## config.mk

```make
export PLATFORM = sky130hd
export DESIGN_NAME = nibble_accumulator
export DESIGN_NICKNAME = d
export VERILOG_FILES = /design/src/rtl/nibble_acc_pkg.sv /design/src/rtl/nibble_accumulator_adder.sv /design/src/rtl/nibble_accumulator.sv
export SDC_FILE = /design/constraint.sdc
export NUM_CORES = 1
export LEC_CHECK = 0
export CORE_MARGIN = 1
export CORE_UTILIZATION = 30
export CTS_CLUSTER_SIZE = 10
export DETAILED_ROUTE_END_ITERATION = 8
export HOLD_SLACK_MARGIN = 0.08
export SLEW_MARGIN = 20
export SYNTH_ARGS = -nofsm -noshare
export SYNTH_HDL_FRONTEND = slang
export SYNTH_SLANG_ARGS = --single-unit
```

## constraint.sdc

```tcl
create_clock -name clk -period 6.73 [get_ports clk]
set_input_delay 1.346 -clock clk [delete_from_list [all_inputs] [get_ports clk]]
set_output_delay 1.346 -clock clk [all_outputs]
set_load 0.01 [all_outputs]
```

## src/rtl/nibble_acc_pkg.sv

```systemverilog
// rtl/nibble_acc_pkg.sv - shared types and widths for the nibble accumulator
// Purpose: frame state encoding and datapath/counter widths used by
//          nibble_accumulator.
// Contents: DATA_W, CNT_W, acc_state_t {ACCUM, DONE}.
package nibble_acc_pkg;

    localparam int DATA_W = 4;
    localparam int CNT_W  = 4;

    typedef enum logic {
        ACCUM = 1'b0,
        DONE  = 1'b1
    } acc_state_t;

endpackage

```

## src/rtl/nibble_accumulator_adder.sv

```systemverilog
// rtl/nibble_accumulator_adder.sv - 4-bit Han-Carlson prefix adder (sum only)
// Purpose: combinational 4-bit adder, modulo-16 result.
// Ports:
//   a   in  4  operand
//   b   in  4  operand
//   sum out 4  (a + b) mod 16
module Han_Carlson_Adder (
    input  logic [3:0] a,
    input  logic [3:0] b,
    output logic [3:0] sum
);

    logic [3:0] g;
    logic [3:0] p;
    logic       g10;
    logic       g20;

    assign g = a & b;
    assign p = a ^ b;

    // Odd-bit prefix stage: group generate for bits 1:0.
    assign g10 = g[1] | (p[1] & g[0]);

    // Even-bit fix-up stage: bit 2 borrows the odd-position group result.
    // The carry out of bit 3 is not formed; the parent detects wrap itself.
    assign g20 = g[2] | (p[2] & g10);

    assign sum = p ^ {g20, g10, g[0], 1'b0};

endmodule

```

## src/rtl/nibble_accumulator.sv

```systemverilog
// rtl/nibble_accumulator.sv - framed 4-bit accumulator around Han_Carlson_Adder
// Purpose: accepts COUNT operands per frame over valid/ready, presents the
//          registered frame total and a sticky overflow flag.
// Optional feature: define NIBBLE_ACC_SATURATE_EN to clamp the accumulator
//          at 15 on wrap instead of wrapping modulo 16.
// Ports:
//   clk       in   1  clock, rising edge
//   rst       in   1  asynchronous active-high reset
//   clear     in   1  synchronous frame abort
//   in_valid  in   1  operand valid
//   in_ready  out  1  operand accepted this cycle
//   in_data   in   4  unsigned operand
//   out_valid out  1  frame result valid
//   out_ready in   1  downstream takes result
//   out_sum   out  4  frame total
//   out_ovf   out  1  frame overflow flag
module nibble_accumulator
    import nibble_acc_pkg::*;
#(
    parameter int COUNT = 4
) (
    input  logic              clk,
    input  logic              rst,
    input  logic              clear,
    input  logic              in_valid,
    output logic              in_ready,
    input  logic [DATA_W-1:0] in_data,
    output logic              out_valid,
    input  logic              out_ready,
    output logic [DATA_W-1:0] out_sum,
    output logic              out_ovf
);

    acc_state_t        state;
    logic [DATA_W-1:0] acc;
    logic [DATA_W-1:0] add_sum;
    logic [DATA_W-1:0] acc_next;
    logic [CNT_W-1:0]  cnt;
    logic              ovf;
    logic              wrap;
    logic              ovf_next;
    logic              accept;
    logic              last_beat;

    Han_Carlson_Adder u_adder (
        .a   (acc),
        .b   (in_data),
        .sum (add_sum)
    );

    // A modulo sum smaller than the old accumulator means the add wrapped.
    assign wrap = add_sum < acc;

`ifdef NIBBLE_ACC_SATURATE_EN
    // Once at 15 any nonzero add wraps again, so the clamp holds by itself.
    assign acc_next = wrap ? {DATA_W{1'b1}} : add_sum;
`else
    assign acc_next = add_sum;
`endif

    assign ovf_next  = ovf | wrap;
    assign in_ready  = (state == ACCUM) && !rst;
    assign accept    = in_valid && in_ready;
    assign last_beat = (cnt == CNT_W'(COUNT - 1));

    always_ff @(posedge clk or posedge rst) begin
        if (rst) begin
            state     <= ACCUM;
            acc       <= '0;
            cnt       <= '0;
            ovf       <= 1'b0;
            out_valid <= 1'b0;
            out_sum   <= '0;
            out_ovf   <= 1'b0;
        end else if (clear) begin
            state     <= ACCUM;
            acc       <= '0;
            cnt       <= '0;
            ovf       <= 1'b0;
            out_valid <= 1'b0;
        end else begin
            case (state)
                ACCUM: begin
                    if (accept) begin
                        acc <= acc_next;
                        cnt <= cnt + CNT_W'(1);
                        ovf <= ovf_next;
                        if (last_beat) begin
                            state     <= DONE;
                            out_valid <= 1'b1;
                            out_sum   <= acc_next;
                            out_ovf   <= ovf_next;
                        end
                    end
                end
                DONE: begin
                    if (out_ready) begin
                        state     <= ACCUM;
                        acc       <= '0;
                        cnt       <= '0;
                        ovf       <= 1'b0;
                        out_valid <= 1'b0;
                    end
                end
                default: state <= ACCUM;
            endcase
        end
    end

endmodule
```

Word level (Yosys, flattened, before mapping)
Cells that the tools add are included.
{ "op_classes": {"shifts": 0, "reduce_logical": 6, "muxes": 20, "multipliers": 0, "div": 0, "n_addsub": 1, "n_eq_ne": 4, "magnitude_cmp": 1, "bitwise_logic": 10} }
{ "ops": {"columns": ["cell", "count"], "rows": [
  ["two-way mux 4 bit", 5],
  ["case mux 4 bit (2 select lines)", 2],
  ["two-way mux 1 bit", 10],
  ["inequality test 3 bit (second input constant)", 3],
  ["bitwise XOR 4 bit", 2],
  ["case mux 1 bit (2 select lines)", 3],
  ["adder 4 x 1 -> 4 bit (second input constant)", 1],
  ["== test 4 x 2 -> 1 bit (second input constant)", 1],
  ["less-than comparator 4 bit", 1],
  ["AND reduction 4 bit", 1],
  ["AND 3 bit", 1],
  ["OR 1 bit", 3],
  ["AND reduction 3 bit", 1],
  ["AND 1 bit", 2],
  ["logical AND 1 bit", 2],
  ["inverter 1 bit", 2],
  ["AND reduction 2 bit", 1],
  ["logical NOT 1 bit", 1]
]} }
{ "totals": {"mem_bits_rw": 0, "in_bits": 9, "n_memories": 0, "wordCells": 49, "regBits": 16, "latchBits": 0, "mem_bits_ro": 0} }

Depth between registers and ports, before layout
Gate-level depths: netlist of run 1.
{ "depth": {"word_depth": 11, "ltp_mapped": 10} }

Cells and area by module
Synthesis of run 1 repeated with hierarchy kept, for this count alone.
{ "unflattened": {"hier_cells": 74, "area_unflattened_um2": 863.3} }
{ "modules_own_cells": {"columns": ["mod", "cells_per_inst", "seq_area_each_um2", "instances", "area_each_um2"], "rows": [
  ["nibble_accumulator", 65, 400.4, 1, 768.2],
  ["Han_Carlson_Adder", 9, 0.0, 1, 95.1]
]} }

Worst setup path before layout of run 1
Ideal clock, no wire load.
{ "synth_timing": {"path_kind": "input to register", "from": "in in_data[0]", "to": "reg ovf", "t_required_ns": 6.644, "stages": 10, "setup_slack_ns": 3.496, "t_arrival_ns": 3.148, "setup_time_ns": 0.086, "path_cell_list": "ha_1 fa_1 inv_1 fa_1 inv_1 ha_1 nor2b_1 o21ai_0 a21oi_1 nor3_1"} }
{ "synth_via": {"word_cells_on_any_way": 12} }
{ "synth_rtl": {"columns": ["item", "line", "text"], "rows": [
  ["start, declared", "nibble_accumulator.sv:27", "input logic [DATA_W-1:0] in_data,"],
  ["AND 3 bit", "nibble_accumulator_adder.sv:18", "assign g = a & b;"],
  ["AND 1 bit", "nibble_accumulator_adder.sv:22", "assign g10 = g[1] | (p[1] & g[0]);"],
  ["OR 1 bit", "nibble_accumulator_adder.sv:22", null],
  ["bitwise XOR 4 bit", "nibble_accumulator_adder.sv:28", "assign sum = p ^ {g20, g10, g[0], 1'b0};"],
  ["via acc_next[2]", "nibble_accumulator.sv:37", "logic [DATA_W-1:0] acc_next;"],
  ["less-than comparator 4 bit", "nibble_accumulator.sv:52", "assign wrap = add_sum < acc;"],
  ["OR 1 bit", "nibble_accumulator.sv:61", "assign ovf_next = ovf | wrap;"],
  ["two-way mux 1 bit", "nibble_accumulator.sv:84", "if (accept) begin"],
  ["case mux 1 bit (2 select lines)", "nibble_accumulator.sv:82", "case (state)"],
  ["two-way mux 1 bit", "nibble_accumulator.sv:75", "end else if (clear) begin"],
  ["end signal, assigned", "nibble_accumulator.sv:87", "ovf <= ovf_next;"],
  ["end, declared", "nibble_accumulator.sv:39", "logic ovf;"]
]} }
The timed path passes the listed nets, and every way through them passes these cells. The select of a mux whose other input is x is not followed.
A chain may end at the register's enable or synchronous reset.

Worst setup path in the final report of run 1
{ "layout_timing": {"from": "in rst", "to": "out in_ready"} }
{ "layout_via": {"elab_chain_cells": 2} }
{ "layout_rtl": {"columns": ["item", "line", "text"], "rows": [
  ["start, declared", "nibble_accumulator.sv:23", "input logic rst,"],
  ["logical NOT 1 bit (no line)", null, null],
  ["logical AND 1 bit", "nibble_accumulator.sv:62", "assign in_ready = (state == ACCUM) && !rst;"],
  ["end, declared", "nibble_accumulator.sv:26", "output logic in_ready,"]
]} }
Every way passes these cells.

==> results of run 1 <==
-- state kept, by name, summed over array words and instances, names as in the netlist --
| register | flops |
|---|---|
| out_sum | 4 |
| out_ovf | 1 |
| ovf | 1 |
| cnt | 4 |
| state | 1 |
| out_valid | 1 |
| acc | 4 |
-- area by class of cell --
| class | instances | area, um2 | share of cell area [%] |
|---|---|---|---|
| Inverter | 8 | 30.03 | 2.834 |
| Tap cell | 30 | 37.54 | 3.542 |
| Clock buffer | 3 | 22.52 | 2.125 |
| Timing Repair Buffer | 15 | 150.1 | 14.17 |
| Multi-Input combinational cell | 50 | 419.2 | 39.55 |
| Sequential cell | 16 | 400.4 | 37.78 |
-- worst register-to-register path: cells and delay by family, from the launching register on --
kind	cells	cell delay, ns
AND/OR/NAND/NOR	2	0.29
adder cells (fa/ha/maj)	4	1.24
AO/OA/AOI/OAI	2	0.26
buffers and inverters	2	0.18
flip-flops	1	0.39
-- worst max path at each step --
stage | from | endpoint | slack, ns | cells past startpoint
floorplan | in_data[0] | ovf | 3.50 | 10
global placement | rst | in_ready | 2.90 | 3
detailed placement | rst | in_ready | 2.88 | 3
CTS | rst | in_ready | 2.88 | 3
global route | rst | in_ready | 2.83 | 3
finish | rst | in_ready | 2.88 | 3
-- cell usage in the layout, fill, tap and decap left out --
master	instances
nor3_1	2
nor2_2	1
and2_1	1
o21ai_1	3
a22o_1	3
o2111ai_2	1
a32oi_1	1
clkbuf_4	3
dfrtp_1	16
xnor2_1	2
nor3b_4	1
xor2_1	2
a21oi_1	2
nand3_2	1
mux2_2	1
a21o_4	1
fa_1	2
nor3b_2	1
nand2_1	7
o21ai_0	3
ha_1	4
inv_1	8
nor2b_1	2
mux2_4	3
nor2_4	1
nor2_1	5
clkdlybuf4s50_1	15
-- report_power, final --
group / switching, mW / internal, mW / total, mW
logic: 0.0235 / 0.0234 / 0.0469
registers: 0.00379 / 0.102 / 0.106
clock network: 0.0282 / 0.0208 / 0.0489
total: 0.0555 / 0.146 / 0.202
-- logic make-up (layout without fill, tap and decap cells) --
| logic type | count (synthesis) | after routing | synth area share, % |
|---|---|---|---|
| and+or+nand+nor | 22 | 22 | 15.61 |
| buffers and inverters | 8 | 26 | 3.535 |
| xor gates and xnor gates | 4 | 4 | 4.124 |
| muxes | 4 | 4 | 6.627 |
| DFF | 16 | 16 | 47.13 |
| AOI/OAI and AO/OA | 14 | 14 | 12.37 |
| adders and majority gates | 6 | 6 | 10.60 |
-- cells in the mapped netlist (all sizes together) --
master | n | share of area [%]
dfrtp | 16 | 47
inv | 8 | 3.5
nand2 | 7 | 3.1
nor2 | 7 | 4.3
o21ai | 6 | 3.5
ha | 4 | 5.9
mux2 | 4 | 6.6
a22o | 3 | 3.1
a21oi | 2 | 1.2
fa | 2 | 4.7
nor2b | 2 | 1.5
nor3 | 2 | 1.2
nor3b | 2 | 3.7
xnor2 | 2 | 2.1
xor2 | 2 | 2.1
a21o | 1 | 1.8
a32oi | 1 | 1.0
and2 | 1 | 0.74
nand3 | 1 | 1.2
o2111ai | 1 | 1.8
-- layer usage --
layer | track usage, % | wire length [um]
met1 | 14.29 | 699
met2 | 16.87 | 686
met3 | 4.918 | 42
met4 | 6.429 | 34
met5 | 0 | 0
==> results.yml, run 1 <==
synth:
  synth_cells: 74
  synth_nets: 89
  ys_ff_latch: 16
  synth.distinct_cells: 25
  yosysWarnings: 0
  synthesis.area_um2: 849.6
  avgSynthCellArea_um2: 11.48
  yosysSeqAreaShare_pct: 47.13
cells_and_area:
  drive_above_1_share_pct: 15.22
  diodes: 0
  fin_util_pct: 41.28
  stdcell_count: 122
  area_growth_pct: 24.74
  fillers: 251
  final_area_mm2: 0.001060
  nNetsFinal: 109
cts:
  ctsHoldBuffers: 0
  path_clk_slew_ns: 0.09
  root_buffer: "clkbuf_4"
  numCtsBuffers: 3
  cts_buffer_depth: 2
  post-cts-setup-buffer-count: 0
  ctsResizeCount: 0
  cts_sinks: 16
  clk_latency_ns: 0.29
  cts_tree: "built"
  cts_htree_levels: 1
pwr:
  max-vdd-ir-drop_v: 0.0001292
  p_leak_nw: 0.4801
  power_mw: 0.2019
  power_density_mw_per_mm2: 190.5
worst_setup_path:
  r2r-start: "acc[0]"
  timing.rr.end: "ovf"
  cp.buffers_inverters: 2
  crit_family: "buffers and inverters"
  slowest_delay_ns: 0.54
  cp.arrival_ns: 2.50
  end_kind: "output pin"
  r2r_setup_slack_ns: 4.31
  cp_max_fo: 4
  criticalPathCategory: "input pin to output pin"
  required_ns: 5.38
  cp_common_cell: "clkdlybuf4s50_1"
  crit_chain: "clkdlybuf4s50_1, nor2_1, clkdlybuf4s50_1"
  cp-start-kind: "input pin"
  crit_path_top_delay_cell: "clkdlybuf4s50_1"
  worstRegToRegCells: 10
drt:
  drt-vias-per-instance: 4.795
  firstDrtPassIters: 4
  routed_wl_um: 1462
  route.detailed.drc: 0
  ant_nets: 0
  wl_per_cell_um: 11.98
  drtIter0Drc: 6
  vias: 585
floorplan:
  start_util_pct: 33.09
  dieWidth_um: 55.22
  io_pins: 16
  die_y_um: 55.22
  core_area_mm2: 0.002567
  die_area_mm2: 0.003049
  fp-row-count: 18
timing:
  setup_slack_ns: 2.885
  slew_viol_final: 0
  finalSetupViolations: 0
  fin_hold_ws_ns: 0.4853
  period_needed_ns: 3.845
  worst_slew_pin_slew_ns: 0.5969
  fmax_mhz: 260.1
  max-slew-margin-rel_pct: 60.16
  fin_crit_sh_pct: 57.14
  rsz0062_at_grt: "false"
  final.setup_skew_ns: 0.008474
  hold_viol: 0
  setup_tns_ns: 0
grt:
  track_usage_pct: 11.56
  grt_pass1_vias: 583
  antenna_found_initial: 0
  overflow: 0
  grt_pass1_wl_um: 2642
  grt_max_degree: 17
placement:
  gp_congestion: 0.7571
  placed_cell_area_mm2: 0.001037
  io_buffers: 15
  post-place-ws_ns: 2.881
  dp_hpwl_um: 1159
  dpl.cell_count: 119
worst_hold_path:
  hold_start: "out_sum[2]"
  holdPathEnd: "out_sum[2]"
  hold_path_class: "register to register"
  hold_depth: 2
flow_run:
  maxCapViolations: 0
outcome:
  status: "completed"
Note: power is estimated with default switching activity, not from simulation.
==> inputs of run 2 (changes only) <==
- clock period: 6.73 -> 3.34 ns (I/O delays scaled with it)
==> run 2 against run 1 <==
Compared with the run above:
- sequential power increased by 100%
- largest power group unchanged
- critical endpoint is now ovf
- global-route usage decreased by 0.45 points
- non-clock buffer count unchanged
- highest routed layer unchanged
==> results.yml, run 2 (synthesis gave the netlist of run 1 again) <==
outcome:
  status: "completed"
worst_setup_path:
  cp.buffers_inverters: 3
  r2r_setup_slack_ns: 0.93
  slowest_delay_ns: 0.42
  criticalPathCategory: "input pin to register"
  crit_path_top_delay_cell: "fa_1"
  required_ns: 3.53
  crit_chain: "clkdlybuf4s50_1, ha_1, fa_1, inv_1, fa_1, inv_1, ha_1, nor2b_1, o21ai_0, a21oi_1, nor3_1"
  crit_family: "adder cells"
  cp-start-kind: "input pin"
  worstRegToRegCells: 10
  r2r-start: "acc[0]"
  cp.arrival_ns: 3.03
  timing.rr.end: "ovf"
  cp_max_fo: 2
  end_kind: "register"
drt:
  routed_wl_um: 1476
  route.detailed.drc: 0
  ant_nets: 0
  drt-vias-per-instance: 4.738
  wl_per_cell_um: 12.10
  firstDrtPassIters: 4
  drtIter0Drc: 8
  vias: 578
cts:
  post-cts-setup-buffer-count: 0
  ctsResizeCount: 0
  path_clk_slew_ns: 0.08
  cts_htree_levels: 1
  ctsHoldBuffers: 0
  cts_tree: "built"
  clk_latency_ns: 0.28
  cts_buffer_depth: 2
  cts_sinks: 16
  numCtsBuffers: 3
  root_buffer: "clkbuf_4"
placement:
  post-place-ws_ns: 0.1830
  io_buffers: 15
  gp_congestion: 0.7925
  dp_hpwl_um: 1174
grt:
  grt_pass1_vias: 617
  track_usage_pct: 11.11
  grt_max_degree: 17
  grt_pass1_wl_um: 2670
  overflow: 0
  antenna_found_initial: 0
worst_hold_path:
  hold_start: "acc[0]"
  hold_path_class: "register to register"
  holdPathEnd: "acc[0]"
  hold_depth: 2
cells_and_area:
  final_cell_mix: "dfrtp_1 (16), clkdlybuf4s50_1 (15), inv_1 (8), nand2_1 (7), nor2_1 (5)"
  fillers: 261
  area_growth_pct: 24.74
  nNetsFinal: 109
  diodes: 0
  largest_registers: "acc x4, cnt x4, out_sum x4"
  drive_above_1_share_pct: 15.22
  layout_commonest_cell: "dfrtp_1"
floorplan:
  die_area_mm2: 0.003049
  dieWidth_um: 55.22
  fp-row-count: 18
  start_util_pct: 33.09
  io_pins: 16
  die_y_um: 55.22
  core_area_mm2: 0.002567
timing:
  hold_viol: 0
  fmax_mhz: 352.5
  fin_crit_sh_pct: 84.94
  period_needed_ns: 2.837
  setup_tns_ns: 0
  slew_viol_final: 0
  setup_slack_ns: 0.5029
  worst_slew_pin_slew_ns: 0.6103
  final.setup_skew_ns: 0.002596
  max-slew-margin-rel_pct: 59.27
  finalSetupViolations: 0
  rsz0062_at_grt: "false"
pwr:
  power_mw: 0.4054
  power_density_mw_per_mm2: 382.5
  p_leak_nw: 0.4801
  max-vdd-ir-drop_v: 0.0001962
flow_run:
  maxCapViolations: 0
-- run 2: cell counts in the layout (fill, tap and decap cells not counted) --
No cell type changed its count.
-- run 2: worst max path at each step --
stage                     from  endpoint  cells past startpoint
floorplan           in_data[0]       ovf                     10
global placement    in_data[0]       ovf                     11
detailed placement  in_data[0]       ovf                     11
CTS                 in_data[0]       ovf                     11
global route        in_data[0]       ovf                     11
finish              in_data[0]       ovf                     11
-- run 2: worst register-to-register path, delay by kind of cell (launching register included) --
family | cells | cell delay (ns)
compound gates | 2 | 0.24
simple gates | 2 | 0.30
fa+ha+maj | 4 | 1.22
flops | 1 | 0.39
buf+inv | 2 | 0.18
-- run 2: metrics by stage --
stage / utilization (%) / hold WS, ns / instance area (um2) / instances
floorplan: - / 0.4596 / 849.6 / 74
global placement: 40.40 / 0.4634 / 1037 / 119
detailed placement: 40.40 / 0.4799 / 1037 / 119
CTS: 41.28 / 0.5012 / 1060 / 122
global route: 41.28 / 0.5374 / 1060 / 122
finish: 41.28 / 0.4929 / 1060 / 122
-- run 2: metal layers --
metal	global-route usage (%)	wire length [um]	vias to the layer above
met5	0	0	-
met4	3.214	15	0
met3	5.152	63	2
met2	16.87	695	11
met1	14.14	701	277
li1	-	-	288
-- run 2: area by class of cell --
| type | count | area [um2] | area share (%) |
|---|---|---|---|
| multi-input combinational | 50 | 419.2 | 39.55 |
| sequential | 16 | 400.4 | 37.78 |
| timing repair buffer | 15 | 150.1 | 14.17 |
| tap | 30 | 37.54 | 3.542 |
| inverter | 8 | 30.03 | 2.834 |
| clock buffer | 3 | 22.52 | 2.125 |
-- run 2: power breakdown --
group | switching, mW | total, mW | leakage (nW) | internal [mW]
clock | 0.0543 | 0.0961 | 0.0138 | 0.0418
sequential | 0.00801 | 0.214 | 0.219 | 0.206
combinational | 0.0477 | 0.0950 | 0.247 | 0.0473
==> inputs of run 3 (changes only) <==
- clock period: 3.34 -> 2.3 ns (I/O delays scaled with it)
==> run 3 against run 2 <==
Compared with the run above:
- hold slack better by 0.018 ns
- count of clock-buffer cells in the layout is 1 higher
- wire length grew 8.0%
- power grew 74%
- global-route usage increased by 0.13 points
- cell area up 7.2%
- sequential power is 46% higher
- die area unchanged
- setup slack worse by 0.45 ns
- register-to-register slack lost 0.88 ns
- largest power group unchanged
==> results.yml, run 3 (synthesis gave the netlist of run 1 again) <==
outcome:
  status: "completed"
cells_and_area:
  fillers: 260
  area_growth_pct: 33.73
  drive_above_1_share_pct: 28.87
  final_area_mm2: 0.001136
  final_cell_mix: "dfrtp_1 (16), clkdlybuf4s50_1 (13), nand2_1 (7), inv_1 (6), nor2_1 (5)"
  multi_input_area_um2: 454.2
  layout_commonest_cell: "dfrtp_1"
  nNetsFinal: 113
  diodes: 0
  largest_registers: "acc x4, cnt x4, out_sum x4"
  ff_latch_area_um2: 400.4
  stdcell_count: 127
drt:
  route.detailed.drc: 0
  ant_nets: 0
  drtIter0Drc: 9
  firstDrtPassIters: 2
  wl_per_cell_um: 12.55
  routed_wl_um: 1594
  drt-vias-per-instance: 4.685
  vias: 595
floorplan:
  dieWidth_um: 55.22
  core_area_mm2: 0.002567
  io_pins: 16
  start_util_pct: 33.09
  die_area_mm2: 0.003049
  fp-row-count: 18
  die_y_um: 55.22
worst_setup_path:
  cp-endpoint: "ovf"
  worstRegToRegCells: 10
  crit_start: "in_data[0]"
  cp-start-kind: "input pin"
  path_depth: 11
  required_ns: 2.52
  crit_path_top_delay_cell: "fa_2"
  crit_family: "adder cells"
  r2r-start: "acc[0]"
  crit_chain: "dlygate4sd2_1, ha_2, fa_2, inv_2, fa_2, inv_2, ha_4, nor2b_4, o21ai_2, a21oi_2, nor3_1"
  timing.rr.end: "ovf"
  criticalPathCategory: "input pin to register"
  cp_max_fo: 2
  r2r_setup_slack_ns: 0.05
  cp.buffers_inverters: 3
  slowest_delay_ns: 0.43
  end_kind: "register"
  cp.arrival_ns: 2.47
pwr:
  max-vdd-ir-drop_v: 0.0004062
  power_density_mw_per_mm2: 621.2
  p_leak_nw: 0.5124
timing:
  period_needed_ns: 2.252
  final.setup_skew_ns: 0.01104
  finalSetupViolations: 0
  slew_viol_final: 0
  fin_hold_ws_ns: 0.5105
  max-slew-margin-rel_pct: 57.18
  fmax_mhz: 444.0
  fin_crit_sh_pct: 97.92
  worst_slew_pin_slew_ns: 0.6416
  rsz0062_at_grt: "true"
  hold_viol: 0
cts:
  path_clk_slew_ns: 0.10
  numCtsBuffers: 3
  cts_htree_levels: 1
  root_buffer: "clkbuf_4"
  cts_buffer_depth: 2
  clk_latency_ns: 0.29
  ctsHoldBuffers: 0
  cts_tree: "built"
  cts_sinks: 16
grt:
  grtUsageMet3_pct: 5.152
  track_usage_pct: 11.24
  use_met1_pct: 14.67
  top_usage_layer: "met2"
  grt_pass1_wl_um: 2691
  antenna_found_initial: 0
  overflow: 0
  grt_pass1_vias: 594
  grtUsageMet2_pct: 17.21
  grt_max_degree: 17
placement:
  gp_congestion: 0.7844
  dpl.cell_count: 121
  io_buffers: 15
  dp_hpwl_um: 1172
  placed_cell_area_mm2: 0.001055
flow_run:
  maxCapViolations: 0
worst_hold_path:
  hold_path_class: "register to register"
## run 3: cell count changes in the layout (fill, tap and decap cells not counted), sizes merged
cell	delta
buf	+4
dlygate4sd2	+2
clkdlybuf4s50	-2
clkbuf	+1
## run 3: layout make-up
cell class / instances / share of cell area [%]
Tap cell: 30 / 3.304
Multi-Input combinational cell: 50 / 39.98
Sequential cell: 16 / 35.24
Inverter: 8 / 2.643
Timing Repair Buffer: 19 / 15.64
Clock buffer: 4 / 3.194
## run 3: repair_timing
action	CTS	global route
setup endpoints to repair	2	2
gates cloned	0	0
buffers inserted	1	1
pin swaps	7	5
gates resized for setup	8	3
## run 3: routing by layer
metal  share of wire, %  wire, um
met1                 48       760
met2                 48       763
met3                3.4        54
met4               0.94        15
met5                  0         0
## run 3: power by group
group / total (mW) / leakage (nW) / internal [mW] / switching [mW]
clock network: 0.187 / 0.0210 / 0.0964 / 0.0908
registers: 0.312 / 0.219 / 0.299 / 0.0127
logic: 0.206 / 0.272 / 0.115 / 0.0912
total: 0.706 / 0.512 / 0.511 / 0.195
## run 3: worst reg2reg max path: stages (launching register included)
cell,delay (ns)
dfrtp_1,0.40
ha_2,0.18
fa_2,0.38
inv_2,0.07
fa_2,0.43
inv_2,0.09
ha_4,0.19
nor2b_4,0.12
o21ai_2,0.11
a21oi_2,0.07
nor3_1,0.12
## run 3: worst min-delay path by stage
stage               start    endpoint  slack (ns)  cells past startpoint
2_1_floorplan         rst      acc[0]        0.37                      1
3_3_place_gp   out_sum[2]  out_sum[2]        0.47                      2
3_5_place_dp       acc[0]      acc[0]        0.49                      2
4_1_cts        out_sum[2]  out_sum[2]        0.52                      2
5_1_grt           out_ovf     out_ovf        0.54                      2
6_report           acc[3]      acc[3]        0.51                      1
## run 3: stage by stage
stage               setup TNS [ns]  worst slack, ns  power (mW)  utilization, %
floorplan                        0          0.02576      0.4101               -
global placement            -1.345          -0.4768      0.4717           41.08
detailed placement          -1.495          -0.5415      0.4734           41.08
CTS                              0         0.008794      0.6801           43.37
global route              -0.04130         -0.02069      0.7517           44.25
finish                           0          0.04792      0.7057           44.25
